[src/rtl/display_scan.sv]
// display_scan: multiplexed display scanner.
//
// Steps through the enabled display positions, dwelling SCAN_DIV clocks on
// each one. For the position being driven it presents a registered digit code
// and an active-low strobe. Positions selected by blink_mask go dark during
// the off half of a slow blink cycle.
//
// Ports
//   clk         in   1                  rising-edge clock
//   rst         in   1                  synchronous, active-high reset
//   en          in   1                  1 = scan runs; 0 = counters hold, strobes off
//   load        in   1                  capture dig into the shadow register
//   dig         in   DIGITS*CODE_W      packed codes, digit k at [k*CODE_W +: CODE_W]
//   digit_en    in   DIGITS             positions that take part in the scan
//   blink_mask  in   DIGITS             positions that blank in the blink-off phase
//   num         out  NUM_W              index of the currently driven position
//   code        out  CODE_W             registered code of the driven position
//   an          out  DIGITS             active-low position strobe, one-hot low
//   frame_done  out  1                  one-cycle pulse when num wraps to the lowest position
module display_scan #(
    parameter int DIGITS    = 8,
    parameter int CODE_W    = 5,
    parameter int SCAN_DIV  = 100000,
    parameter int BLINK_DIV = 64,
    localparam int NUM_W    = (DIGITS > 1) ? $clog2(DIGITS) : 1
) (
    input  logic                     clk,
    input  logic                     rst,
    input  logic                     en,
    input  logic                     load,
    input  logic [DIGITS*CODE_W-1:0] dig,
    input  logic [DIGITS-1:0]        digit_en,
    input  logic [DIGITS-1:0]        blink_mask,
    output logic [NUM_W-1:0]         num,
    output logic [CODE_W-1:0]        code,
    output logic [DIGITS-1:0]        an,
    output logic                     frame_done
);

    localparam int PRE_W = $clog2(SCAN_DIV);
    localparam int BLK_W = (BLINK_DIV > 1) ? $clog2(BLINK_DIV) : 1;
    localparam logic [PRE_W-1:0] PRE_MAX = PRE_W'(SCAN_DIV - 1);
    localparam logic [BLK_W-1:0] BLK_MAX = BLK_W'(BLINK_DIV - 1);

    logic [PRE_W-1:0]         pre_cnt;
    logic [BLK_W-1:0]         blk_cnt;
    logic                     blink_phase;
    logic [DIGITS*CODE_W-1:0] shadow;
    logic [DIGITS-1:0]        an_r;
    logic                     tick;

    logic                     above_found;
    logic [NUM_W-1:0]         above_idx;
    logic [NUM_W-1:0]         lowest_idx;
    logic [4:0]               en_count;
    logic                     any_en;
    logic                     wrap;
    logic [NUM_W-1:0]         num_next;
    logic [CODE_W-1:0]        cur_code;
    logic [DIGITS-1:0]        an_sel;

    assign tick = en & (pre_cnt == PRE_MAX);

    // Prescaler and blink counter both freeze while en is low, so a resume
    // continues the interrupted dwell exactly where it stopped.
    always_ff @(posedge clk) begin
        if (rst) begin
            pre_cnt     <= '0;
            blk_cnt     <= '0;
            blink_phase <= 1'b0;
        end else if (en) begin
            pre_cnt <= tick ? '0 : pre_cnt + 1'b1;
            if (tick) begin
                if (blk_cnt == BLK_MAX) begin
                    blk_cnt     <= '0;
                    blink_phase <= ~blink_phase;
                end else begin
                    blk_cnt <= blk_cnt + 1'b1;
                end
            end
        end
    end

    always_ff @(posedge clk) begin
        if (rst) begin
            shadow <= '0;
        end else if (load) begin
            shadow <= dig;
        end
    end

    // Scanning from the top down leaves the lowest enabled position in
    // lowest_idx and the lowest enabled position above num in above_idx.
    // With only num itself enabled the search lands back on num.
    always_comb begin
        above_found = 1'b0;
        above_idx   = '0;
        lowest_idx  = '0;
        en_count    = '0;
        for (int k = DIGITS - 1; k >= 0; k--) begin
            if (digit_en[k]) begin
                lowest_idx = NUM_W'(k);
                en_count   = en_count + 5'd1;
                if (k > int'(num)) begin
                    above_found = 1'b1;
                    above_idx   = NUM_W'(k);
                end
            end
        end
    end

    assign any_en   = |digit_en;
    // A wrap only counts as a frame when at least two positions take part.
    assign wrap     = ~above_found & (en_count >= 5'd2);
    assign num_next = above_found ? above_idx : (any_en ? lowest_idx : num);

    always_comb begin
        cur_code = shadow[int'(num)*CODE_W +: CODE_W];
        an_sel   = '1;
        if (digit_en[num] && !(blink_phase && blink_mask[num])) begin
            an_sel[num] = 1'b0;
        end
    end

    always_ff @(posedge clk) begin
        if (rst) begin
            num        <= '0;
            code       <= '0;
            an_r       <= '1;
            frame_done <= 1'b0;
        end else begin
            frame_done <= tick & wrap;
            if (tick) begin
                num <= num_next;
            end
            code <= any_en ? cur_code : '0;
            an_r <= an_sel;
        end
    end

    // Strobes are cut immediately when scanning is disabled.
    assign an = en ? an_r : '1;

endmodule

[config.mk]
export PLATFORM = sky130hd
export DESIGN_NAME = display_scan
export DESIGN_NICKNAME = d
export VERILOG_FILES = /design/src/rtl/display_scan.sv
export SDC_FILE = /design/constraint.sdc
export NUM_CORES = 1
export LEC_CHECK = 0
export CAP_MARGIN = 30
export CORE_MARGIN = 4
export CORE_UTILIZATION = 53
export CTS_CLUSTER_DIAMETER = 30
export DETAILED_ROUTE_END_ITERATION = 16
export HOLD_SLACK_MARGIN = 0.06
export PLACE_DENSITY = 0.8
export SETUP_SLACK_MARGIN = 0.02
export SLEW_MARGIN = 20
export SYNTH_ARGS = -nofsm -noshare
export SYNTH_HDL_FRONTEND = slang
export SYNTH_SLANG_ARGS = --single-unit
[constraint.sdc]
create_clock -name clk -period 6.4 [get_ports clk]
set_clock_uncertainty 0.15 [all_clocks]
set_input_delay 0.96 -clock clk [delete_from_list [all_inputs] [get_ports clk]]
set_output_delay 0.96 -clock clk [all_outputs]
set_load 0.01 [all_outputs]
==> metrics.log, run 1 <==
INFO  metric status = complete, no violations
INFO  metric antennaDiodeCount = 0
INFO  metric start_kind = input port
INFO  metric routed_via_density = 5.523
INFO  metric static-leakage-power = 2.086 nW
INFO  metric die_area = 9676 um2
INFO  metric initial_antenna_violation_count = 0
INFO  metric cts-root-to-sink-buffers = 2
INFO  metric avgSynthCellArea = 8.761 um2
INFO  metric synth_edf_count = 0
INFO  metric critical_path.cell_chain = clkdlybuf4s50_1 > inv_1 > ha_1 > xnor2_1 > inv_1 > ha_1 > nand2b_1 > nand2b_1 > xnor2_1 > a21oi_1 > ha_1 > nand2b_1 > o31ai_1 > inv_1 > ha_1 > nand2_1 > o21ai_0 > ha_1 > or4b_1 > a31oi_1 > a21oi_1
INFO  metric cts_sinks = 81
INFO  metric power_density_over_the_cells = 203.7 nW/um2
INFO  metric power.share.switching = 26.73%
INFO  metric synth-async-reset-ratio = 0%
INFO  metric fraction_of_the_yosys_area_taken_by_sequential_cells = a little under two fifths
INFO  metric tightest_slew = around 600 ps
INFO  metric finish.net_count = ~630
INFO  metric cellInternalPower = between 0.0007 and 0.0008 W
INFO  metric insertion_delay = 360 ps
INFO  metric postLayoutCoreUtil = around 68%
INFO  metric switchingPower = 0.0002907 W
INFO  metric tritoncts = built
INFO  metric drive_above_1_share = 6.774%
INFO  metric grt_setup_unrepaired = false
INFO  metric initial_utilization = 55.15%
INFO  metric post_synth_inst_count = 494
INFO  metric vias = 3662
INFO  metric syn-num-nets = approximately 570
INFO  metric clock_power_share = around a third
INFO  metric die_height = 98.37 um
INFO  metric final_count_of_negative_setup_slack_endpoints = 0
INFO  metric pwr-share-comb = between 10% and 20%
INFO  metric first_global_vias = 3680
INFO  metric setup_total_negative_slack = 0 ps
INFO  metric vdd.ir_drop.worst = about 0.17 mV
INFO  metric final_cell_mix = sky130_fd_sc_hd__nor2_1, sky130_fd_sc_hd__dfxtp_1, sky130_fd_sc_hd__clkdlybuf4s50_1
INFO  metric post_synth_num_cell_types = 52
INFO  metric detail_route.first_pass.iterations = 5
INFO  metric ys.flop_type = sky130_fd_sc_hd__dfxtp_1
INFO  metric maxSlewViolCount = 0
INFO  metric whs_path_depth = 2
INFO  metric dp_hpwl = 7245 um
INFO  metric ff2ff_path_depth = 8
INFO  metric final_hold_viol_count = 0
INFO  metric cts_buffers = 9
INFO  metric syn-cell-area = 4328 um2
INFO  metric number_of_synthesized_register_bits = slightly above 80
INFO  metric critical_path_required = approximately 6500 ps
INFO  metric post_cts.repair.setup_buffers = 0
INFO  metric cts-hold-fix-buffers = 0
INFO  metric grt_first_pass_wirelength = 16130 um
INFO  metric port_buffers = 76
INFO  metric critical_path.max_fanout = 9
INFO  metric slew-limit-headroom = 59.43%
INFO  metric drt_wl_total = 9720 um
INFO  metric ctsRootBufferMaster = sky130_fd_sc_hd__clkbuf_8
INFO  metric seq_power_share = 48.8%
INFO  metric max-cap-violations = 0
INFO  metric floorplan.io_pins = 77
INFO  metric dr.first_iter.drc_count = 159
INFO  metric final_common_cell = sky130_fd_sc_hd__nor2_1
INFO  metric drt_drc_violations_left = 0
INFO  metric overall_fraction_of_global_route_tracks_in_use = 20.32%
INFO  metric area_growth = 23.33%
INFO  metric die_width = 98.37 um
INFO  metric endpoint_kind = flop
INFO  metric hp-class = reg -> reg
INFO  metric ys.warnings.count = 0
INFO  metric post_cts_resized = 0
INFO  metric fp-row-count = 32
INFO  metric globalRoute.totalOverflow = 0
INFO  metric grt_max_degree = 44
INFO  metric antenna_left = 0
INFO  metric timing.critical_path.slowest_cell_delay = 630 ps
INFO  metric maxClockFrequency = 175.8 MHz
INFO  metric routabilityCongestion = between 0.8 and 0.9
INFO  metric core-area = 7848 um2
INFO  metric routed_wire_length_per_instance = 14.66 um
INFO  metric cpMostUsedCell = sky130_fd_sc_hd__ha_1
INFO  metric critPathArrivalTime = 5780 ps
INFO  metric clock_pin_slew_on_the_worst_setup_and_hold_paths = about 80 ps
INFO  metric category_of_the_critical_setup_timing_path = in -> reg
INFO  metric crit_path_top_delay_cell = sky130_fd_sc_hd__clkdlybuf4s50_1
INFO  metric final.min_clock_period = 5688 ps
INFO  metric fin_crit_sh = 88.88%
INFO  metric ctsHtreeMaxLevel = 3
layer usage:
metal / track usage (%) / wire, um
met1: 22.69 / 4036
met4: 6.723 / 161
met3: 6.286 / 593
met2: 36.56 / 4929
met5: 0 / 0
power by group through the flow:
stage / clock network [W] / registers (W) / logic [W]
after floorplan: 0 / 0.000539 / 0.000143
after global placement: 0 / 0.000541 / 0.000201
after detailed placement: 0 / 0.000542 / 0.000213
after CTS: 0.000354 / 0.000530 / 0.000214
after global routing: 0.000375 / 0.000532 / 0.000235
final: 0.000344 / 0.000530 / 0.000213
cell type report:
class                           instances  area (um2)
Inverter                               14       52.55
Fill cell                             679        2510
Tap cell                              102       127.6
Clock buffer                           12       155.1
Clock inverter                          4       27.53
Timing Repair Buffer                   81       813.3
Multi-Input combinational cell        369        2540
Sequential cell                        81        1622
through the flow:
| step | std cells | setup slack (ps) | power (W) | cell area (um2) | hold WS (ps) |
|---|---|---|---|---|---|
| 2_1_floorplan | 494 | 1470 | 0.0006826 | 4328 | 304.4 |
| 3_3_place_gp | 645 | 606.8 | 0.0007419 | 5115 | 317.2 |
| 3_5_place_dp | 647 | 382.8 | 0.0007547 | 5155 | 330.4 |
| 4_1_cts | 663 | 761.1 | 0.001098 | 5338 | 349.1 |
| 5_1_grt | 663 | 450.1 | 0.001143 | 5338 | 384.1 |
| 6_report | 663 | 711.7 | 0.001087 | 5338 | 341.9 |
path summary, 6_finish.rpt:
path                           startpoint                       to  slack, ps
setup / recovery              digit_en[7]    frame_done$_SDFF_PP0_        710
hold / removal    shadow[28]$_SDFFE_PP0P_  shadow[28]$_SDFFE_PP0P_        340
setup reg to reg      num[1]$_SDFFE_PP0P_       an_r[7]$_SDFF_PP1_       3850
hold reg to reg   shadow[28]$_SDFFE_PP0P_  shadow[28]$_SDFFE_PP0P_        340
critical path, delay by kind of cell:
family / cells / cell delay, ps
XOR/XNOR: 2 / 570
AO/OA/AOI/OAI: 5 / 580
AND/OR/NAND/NOR: 5 / 1060
buffers and inverters: 4 / 990
adder cells (fa/ha/maj): 5 / 1620
sequential cells by signal, indices dropped and copies added, names as in the netlist:
name and flops:
an_r 8, pre_cnt 17, frame_done 1, code 5, blink_phase 1, shadow 40, blk_cnt 6, num 3
kinds of logic after synthesis:
logic type                 synth area share [%]
and+or+nand+nor                           22.55
DFF                                       37.47
muxes                                     16.83
buffers and inverters                     3.845
AOI/OAI and AO/OA                         7.951
xor gates and xnor gates                  7.893
adders and majority gates                 3.469
synth_stat cells, types with 3 or more instances:
library cell	n	share of area (%)
sky130_fd_sc_hd__nor2_1	88	7.6
sky130_fd_sc_hd__dfxtp_1	81	37
sky130_fd_sc_hd__mux2i_1	48	11
sky130_fd_sc_hd__nand2_1	31	2.7
sky130_fd_sc_hd__clkbuf_1	21	1.8
sky130_fd_sc_hd__xnor2_1	20	4.0
sky130_fd_sc_hd__a21oi_1	19	2.2
sky130_fd_sc_hd__nand2b_1	19	2.7
sky130_fd_sc_hd__nand3_1	18	2.1
sky130_fd_sc_hd__inv_1	14	1.2
sky130_fd_sc_hd__nor3_1	13	1.5
sky130_fd_sc_hd__ha_1	12	3.5
sky130_fd_sc_hd__xor2_1	12	2.4
sky130_fd_sc_hd__o21ai_0	10	1.2
sky130_fd_sc_hd__buf_1	8	0.69
sky130_fd_sc_hd__mux4_2	8	4.2
sky130_fd_sc_hd__and3_1	6	0.87
sky130_fd_sc_hd__mux2_2	6	1.6
sky130_fd_sc_hd__nand4_1	6	0.87
sky130_fd_sc_hd__nor2b_1	5	0.72
sky130_fd_sc_hd__nand3b_1	4	0.69
sky130_fd_sc_hd__o22ai_1	4	0.58
sky130_fd_sc_hd__nor4_1	3	0.43
Power figures use the tool's default switching activity.
==> inputs of run 2 (changes only) <==
--- a/config.mk
+++ b/config.mk
@@ -11,6 +11,7 @@
 export CTS_CLUSTER_DIAMETER = 30
 export DETAILED_ROUTE_END_ITERATION = 16
 export HOLD_SLACK_MARGIN = 0.06
+export MAX_ROUTING_LAYER = met4
 export PLACE_DENSITY = 0.8
 export SETUP_SLACK_MARGIN = 0.02
 export SLEW_MARGIN = 20
==> metrics.log, run 2 (synthesis gave the netlist of run 1 again) <==
INFO  metric tritoncts = built
INFO  metric detailedPlace.worstSlack = 382.8 ps
INFO  metric max-cap-violations = 0
INFO  metric dp_hpwl = slightly above 7000 um
INFO  metric area_growth = 23.33%
INFO  metric die_width = 98.37 um
INFO  metric cts-root-to-sink-buffers = 2
INFO  metric cts_sinks = 81
INFO  metric final_common_cell = sky130_fd_sc_hd__nor2_1
INFO  metric final.min_clock_period = 5690 ps
INFO  metric setup_total_negative_slack = 0 ps
INFO  metric core-area = 7848 um2
INFO  metric critical_path_required = around 6500 ps
INFO  metric largest_reg_flops = 40
INFO  metric category_of_the_critical_setup_timing_path = in -> reg
INFO  metric slew-limit-headroom = about three fifths
INFO  metric seq_power_share = 48.8%
INFO  metric routed_wire_length_per_instance = 14.69 um
INFO  metric maxSlewViolCount = 0
INFO  metric status = complete, no violations
INFO  metric port_buffers = 76
INFO  metric post_cts_resized = 0
INFO  metric cellInternalPower = 0.0007967 W
INFO  metric critical_path.reg2reg.startpoint = num[1]$_SDFFE_PP0P_
INFO  metric globalRoute.totalOverflow = 0
INFO  metric antennaDiodeCount = 0
INFO  metric power_density_over_the_cells = around 200 nW/um2
INFO  metric top_register = shadow
INFO  metric worstHoldStart = shadow[28]$_SDFFE_PP0P_
INFO  metric postLayoutCoreUtil = 68.02%
INFO  metric post_cts.repair.setup_buffers = 0
INFO  metric die_area = 9676 um2
INFO  metric floorplan.io_pins = 77
INFO  metric initial_antenna_violation_count = 0
INFO  metric ctsRootBufferMaster = sky130_fd_sc_hd__clkbuf_8
INFO  metric insertion_delay = between 300 and 400 ps
INFO  metric routed_via_density = 5.546
INFO  metric cts-hold-fix-buffers = 0
INFO  metric grtUsageMet3 = between 5 and 6%
INFO  metric drt_drc_violations_left = 0
INFO  metric final_cell_mix = sky130_fd_sc_hd__nor2_1, sky130_fd_sc_hd__dfxtp_1, sky130_fd_sc_hd__clkdlybuf4s50_1
INFO  metric start_kind = input port
INFO  metric grt.busiest_layer = met2
INFO  metric antenna_left = 0
INFO  metric static-leakage-power = roughly 2.1 nW
INFO  metric ctsHtreeMaxLevel = 3
INFO  metric grt_first_pass_wirelength = 16150 um
INFO  metric largest_registers = shadow: 40 flops, pre_cnt: 17 flops, an_r: 8 flops
INFO  metric finish.net_count = ~630
INFO  metric cts_buffers = 9
INFO  metric fin_crit_sh = 88.91%
INFO  metric whs_path_depth = 2
INFO  metric overall_fraction_of_global_route_tracks_in_use = 20.96%
INFO  metric fp-row-count = 32
INFO  metric initial_utilization = 55.15%
INFO  metric maxClockFrequency = 175.7 MHz
INFO  metric timing.hold.worst_endpoint = shadow[28]$_SDFFE_PP0P_
INFO  metric routabilityCongestion = between 0.8 and 0.9
INFO  metric critPathArrivalTime = 5780 ps
INFO  metric setup_ws = 710.0 ps
INFO  metric vias = 3677
INFO  metric final_count_of_negative_setup_slack_endpoints = 0
INFO  metric grt_setup_unrepaired = false
INFO  metric critical_path.max_fanout = 9
INFO  metric r2r_setup_slack = 3830 ps
INFO  metric hp-class = reg -> reg
INFO  metric reg2reg_to = an_r[7]$_SDFF_PP1_
INFO  metric n_fill_cell = 679
INFO  metric endpoint_kind = flop
INFO  metric ff2ff_path_depth = 8
INFO  metric power.share.switching = 26.73%
INFO  metric first_global_vias = 3673
INFO  metric drive_above_1_share = ~6.8%
INFO  metric grtUsageMet1 = 23.22%
INFO  metric dr.first_iter.drc_count = 154
INFO  metric switchingPower = 0.0002907 W
INFO  metric final_hold_viol_count = 0
INFO  metric grt_max_degree = 44
INFO  metric die_height = around 98 um
INFO  metric pwr-share-comb = approximately a fifth
INFO  metric clock_pin_slew_on_the_worst_setup_and_hold_paths = around 80 ps
INFO  metric drt_wl_total = 9739 um
INFO  metric vdd.ir_drop.worst = 0.1685 mV
INFO  metric use_met2 = 36.56%
INFO  metric detail_route.first_pass.iterations = 5
INFO  metric clock_power_share = a little under a third
INFO  metric tightest_slew = 605.5 ps
run 2: cell type report:
type / count / area [um2] / share of cell area [%]
inverter: 14 / 52.55 / 0.9845
clock buffer: 12 / 155.1 / 2.907
multi-input combinational: 369 / 2540 / 47.59
clock inverter: 4 / 27.53 / 0.5157
sequential: 81 / 1622 / 30.38
timing repair buffer: 81 / 813.3 / 15.24
tap: 102 / 127.6 / 2.391
run 2: worst max-delay path by stage:
stage                            from                    end  slack [ps]  cells past startpoint
after floorplan           digit_en[6]  frame_done$_SDFF_PP0_        1470                     20
after global placement    digit_en[7]  frame_done$_SDFF_PP0_         610                     21
after detailed placement  digit_en[7]  frame_done$_SDFF_PP0_         380                     21
after CTS                 digit_en[7]  frame_done$_SDFF_PP0_         760                     21
after global routing      digit_en[7]  frame_done$_SDFF_PP0_         450                     21
final                     digit_en[7]  frame_done$_SDFF_PP0_         710                     21
run 2: metrics by stage:
stage | instances | power [W] | hold WS [ps] | cell area (um2)
finish | 663 | 0.001087 | 341.8 | 5338
global route | 663 | 0.001144 | 384.5 | 5338
CTS | 663 | 0.001098 | 349.1 | 5338
detailed placement | 647 | 0.0007547 | 330.4 | 5155
global placement | 645 | 0.0007419 | 317.2 | 5115
floorplan | 494 | 0.0006826 | 304.4 | 4328
run 2: power by group through the flow:
stage	registers, W	clock network [W]	logic (W)
after floorplan	0.000539	0	0.000143
after global placement	0.000541	0	0.000201
after detailed placement	0.000542	0	0.000213
after CTS	0.000530	0.000354	0.000214
after global routing	0.000532	0.000376	0.000235
final	0.000530	0.000344	0.000214
run 2: routing by layer:
metal / wire, um / part of all wire (%) / vias to the layer above
met3: 564 / 5.8 / 12
li1: - / - / 1834
met5: 0 / 0 / -
met4: 144 / 1.5 / 0
met1: 4052 / 42 / 1737
met2: 4978 / 51 / 94
run 2: worst max-delay path: stages:
cell                              delay, ps
sky130_fd_sc_hd__clkdlybuf4s50_1        630
sky130_fd_sc_hd__inv_1                  120
sky130_fd_sc_hd__ha_1                   340
sky130_fd_sc_hd__xnor2_1                450
sky130_fd_sc_hd__inv_1                  160
sky130_fd_sc_hd__ha_1                   340
sky130_fd_sc_hd__nand2b_1               190
sky130_fd_sc_hd__nand2b_1               130
sky130_fd_sc_hd__xnor2_1                120
sky130_fd_sc_hd__a21oi_1                 90
sky130_fd_sc_hd__ha_1                   320
sky130_fd_sc_hd__nand2b_1               140
sky130_fd_sc_hd__o31ai_1                110
sky130_fd_sc_hd__inv_1                   80
sky130_fd_sc_hd__ha_1                   300
sky130_fd_sc_hd__nand2_1                 80
sky130_fd_sc_hd__o21ai_0                120
sky130_fd_sc_hd__ha_1                   330
sky130_fd_sc_hd__or4b_1                 520
sky130_fd_sc_hd__a31oi_1                160
sky130_fd_sc_hd__a21oi_1                 90
==> inputs of run 3 (changes only) <==
--- a/config.mk
+++ b/config.mk
@@ -5,14 +5,17 @@
 export SDC_FILE = /design/constraint.sdc
 export NUM_CORES = 1
 export LEC_CHECK = 0
+export ABC_CLOCK_PERIOD_IN_PS = 6400
 export CAP_MARGIN = 30
-export CORE_MARGIN = 4
-export CORE_UTILIZATION = 53
+export CELL_PAD_IN_SITES_DETAIL_PLACEMENT = 0
+export CELL_PAD_IN_SITES_GLOBAL_PLACEMENT = 1
+export CORE_MARGIN = 2
+export CORE_UTILIZATION = 40
 export CTS_CLUSTER_DIAMETER = 30
 export DETAILED_ROUTE_END_ITERATION = 16
 export HOLD_SLACK_MARGIN = 0.06
 export MAX_ROUTING_LAYER = met4
-export PLACE_DENSITY = 0.8
+export PLACE_DENSITY_LB_ADDON = 0.1
 export SETUP_SLACK_MARGIN = 0.02
 export SLEW_MARGIN = 20
 export SYNTH_ARGS = -nofsm -noshare
==> metrics.log, run 3 (synthesis gave the netlist of run 1 again) <==
INFO  metric timing.hold.worst_endpoint = shadow[23]$_SDFFE_PP0P_
INFO  metric static-leakage-power = 2.066 nW
INFO  metric status = complete, no violations
INFO  metric routed_via_density = around 5.2
INFO  metric largest_registers = shadow: 40 flops, pre_cnt: 17 flops, an_r: 8 flops
INFO  metric die_width = 108.0 um
INFO  metric floorplan.io_pins = 77
INFO  metric critical_path_required = 6480 ps
INFO  metric ctsRootBufferMaster = sky130_fd_sc_hd__clkbuf_8
INFO  metric insertion_delay = 340 ps
INFO  metric dp_hpwl = slightly above 7000 um
INFO  metric final_count_of_negative_setup_slack_endpoints = 0
INFO  metric final_cell_mix = sky130_fd_sc_hd__nor2_1, sky130_fd_sc_hd__dfxtp_1, sky130_fd_sc_hd__clkdlybuf4s50_1
INFO  metric grt_setup_unrepaired = false
INFO  metric final_common_cell = sky130_fd_sc_hd__nor2_1
INFO  metric tritoncts = built
INFO  metric category_of_the_critical_setup_timing_path = in -> reg
INFO  metric final_hold_viol_count = 0
INFO  metric post_cts_resized = 0
INFO  metric post_cts.repair.setup_buffers = 0
INFO  metric cts_sinks = 81
INFO  metric antenna_left = 0
INFO  metric detail_route.first_pass.iterations = 5
INFO  metric maxClockFrequency = 177.6 MHz
INFO  metric antennaDiodeCount = 0
INFO  metric final.min_clock_period = about 5600 ps
INFO  metric dr.first_iter.drc_count = 112
INFO  metric first_global_vias = around 3500
INFO  metric max-cap-violations = 0
INFO  metric ctsHtreeMaxLevel = 3
INFO  metric power_density_over_the_cells = slightly above 200 nW/um2
INFO  metric drive_above_1_share = 6.774%
INFO  metric critical_path.max_fanout = 9
INFO  metric core-area = 10420 um2
INFO  metric fin_crit_sh = between 80 and 90%
INFO  metric overall_fraction_of_global_route_tracks_in_use = 18.37%
INFO  metric n_fill_cell = 1004
INFO  metric endpoint_kind = flop
INFO  metric ff2ff_path_depth = 8
INFO  metric finish.net_count = 628
INFO  metric reg2reg_to = an_r[7]$_SDFF_PP1_
INFO  metric r2r_setup_slack = between 3000 and 4000 ps
INFO  metric vdd.ir_drop.worst = roughly 0.15 mV
INFO  metric area_growth = 23.94%
INFO  metric fp-row-count = 37
INFO  metric cts-hold-fix-buffers = 0
INFO  metric port_buffers = 76
INFO  metric cts_buffers = 9
INFO  metric start_kind = input port
INFO  metric grt_first_pass_wirelength = around 17000 um
INFO  metric routabilityCongestion = 0.8346
INFO  metric tightest_slew = 887.6 ps
INFO  metric maxSlewViolCount = 0
INFO  metric clock_pin_slew_on_the_worst_setup_and_hold_paths = 90 ps
INFO  metric worstHoldStart = shadow[23]$_SDFFE_PP0P_
INFO  metric globalRoute.totalOverflow = 0
INFO  metric initial_antenna_violation_count = 0
INFO  metric hp-class = reg -> reg
INFO  metric die_height = 108.0 um
INFO  metric critPathArrivalTime = around 5700 ps
INFO  metric critical_path.reg2reg.startpoint = num[1]$_SDFFE_PP0P_
INFO  metric detailedPlace.worstSlack = 423.9 ps
INFO  metric largest_reg_flops = 40
INFO  metric cts-root-to-sink-buffers = 2
INFO  metric die_area = 11670 um2
INFO  metric routed_wire_length_per_instance = 14.37 um
INFO  metric top_register = shadow
INFO  metric setup_total_negative_slack = 0 ps
INFO  metric grt_max_degree = 60
INFO  metric whs_path_depth = 2
INFO  metric drt_drc_violations_left = 0
INFO  metric vias = 3613
INFO  metric total_area_of_multi_input_combinational_cells = roughly 2500 um2
INFO  metric layout.area.seq = 1622 um2
INFO  metric setup_ws = around 770 ps
INFO  metric initial_utilization = a little over 40%
INFO  metric slew-limit-headroom = approximately 40%
INFO  metric drt_wl_total = 10020 um
run 3: worst max path at each step:
| stage | start | endpoint | slack (ps) |
|---|---|---|---|
| after floorplan | digit_en[6] | frame_done$_SDFF_PP0_ | 1470 |
| after global placement | digit_en[7] | frame_done$_SDFF_PP0_ | 540 |
| after detailed placement | digit_en[7] | frame_done$_SDFF_PP0_ | 420 |
| after CTS | digit_en[7] | frame_done$_SDFF_PP0_ | 780 |
| after global routing | digit_en[6] | frame_done$_SDFF_PP0_ | 410 |
| final | digit_en[7] | frame_done$_SDFF_PP0_ | 770 |
run 3: area by class of cell:
cell class                 instances  area share (%)
sequential                        81           30.23
tap                              136           3.172
clock inverter                     6          0.9564
inverter                          14          0.9797
timing repair buffer              81           14.93
clock buffer                      10           2.379
multi-input combinational        369           47.35
run 3: layer usage:
layer  GRT usage (%)  up-vias  routed length [um]
met4           3.022        0                  69
met3           5.606        8                 474
li1                -     1838                   -
met5               -        -                   0
met2           30.37       57                4832
met1           22.57     1710                4641
run 3: power by group:
group / internal, W / switching (W)
clock: 0.000146 / 0.000200
sequential: 0.000521 / 0.00000865
combinational: 0.000112 / 0.0000978
run 3: metrics by stage:
stage                     hold slack [ps]  util [%]  power [W]  std cells  cell area [um2]
after floorplan                     304.4         -  0.0006826        494             4328
after global placement              316.6     49.59  0.0007462        680             5165
after detailed placement            328.4     49.78  0.0007527        681             5185
after CTS                           352.5     51.50   0.001103        697             5364
after global routing                366.7     51.50   0.001151        697             5364
final                               348.4     51.50   0.001085        697             5364
run 3: critical path, stage by stage:
cell	delay, ps
sky130_fd_sc_hd__clkdlybuf4s50_1	630
sky130_fd_sc_hd__inv_1	120
sky130_fd_sc_hd__ha_1	340
sky130_fd_sc_hd__xnor2_1	440
sky130_fd_sc_hd__inv_1	150
sky130_fd_sc_hd__ha_1	330
sky130_fd_sc_hd__nand2b_1	180
sky130_fd_sc_hd__nand2b_1	120
sky130_fd_sc_hd__xnor2_1	120
sky130_fd_sc_hd__a21oi_1	90
sky130_fd_sc_hd__ha_1	320
sky130_fd_sc_hd__nand2b_1	140
sky130_fd_sc_hd__o31ai_1	110
sky130_fd_sc_hd__inv_1	90
sky130_fd_sc_hd__ha_1	290
sky130_fd_sc_hd__nand2_1	80
sky130_fd_sc_hd__o21ai_0	120
sky130_fd_sc_hd__ha_1	330
sky130_fd_sc_hd__or4b_1	510
sky130_fd_sc_hd__a31oi_1	150
sky130_fd_sc_hd__a21oi_1	80
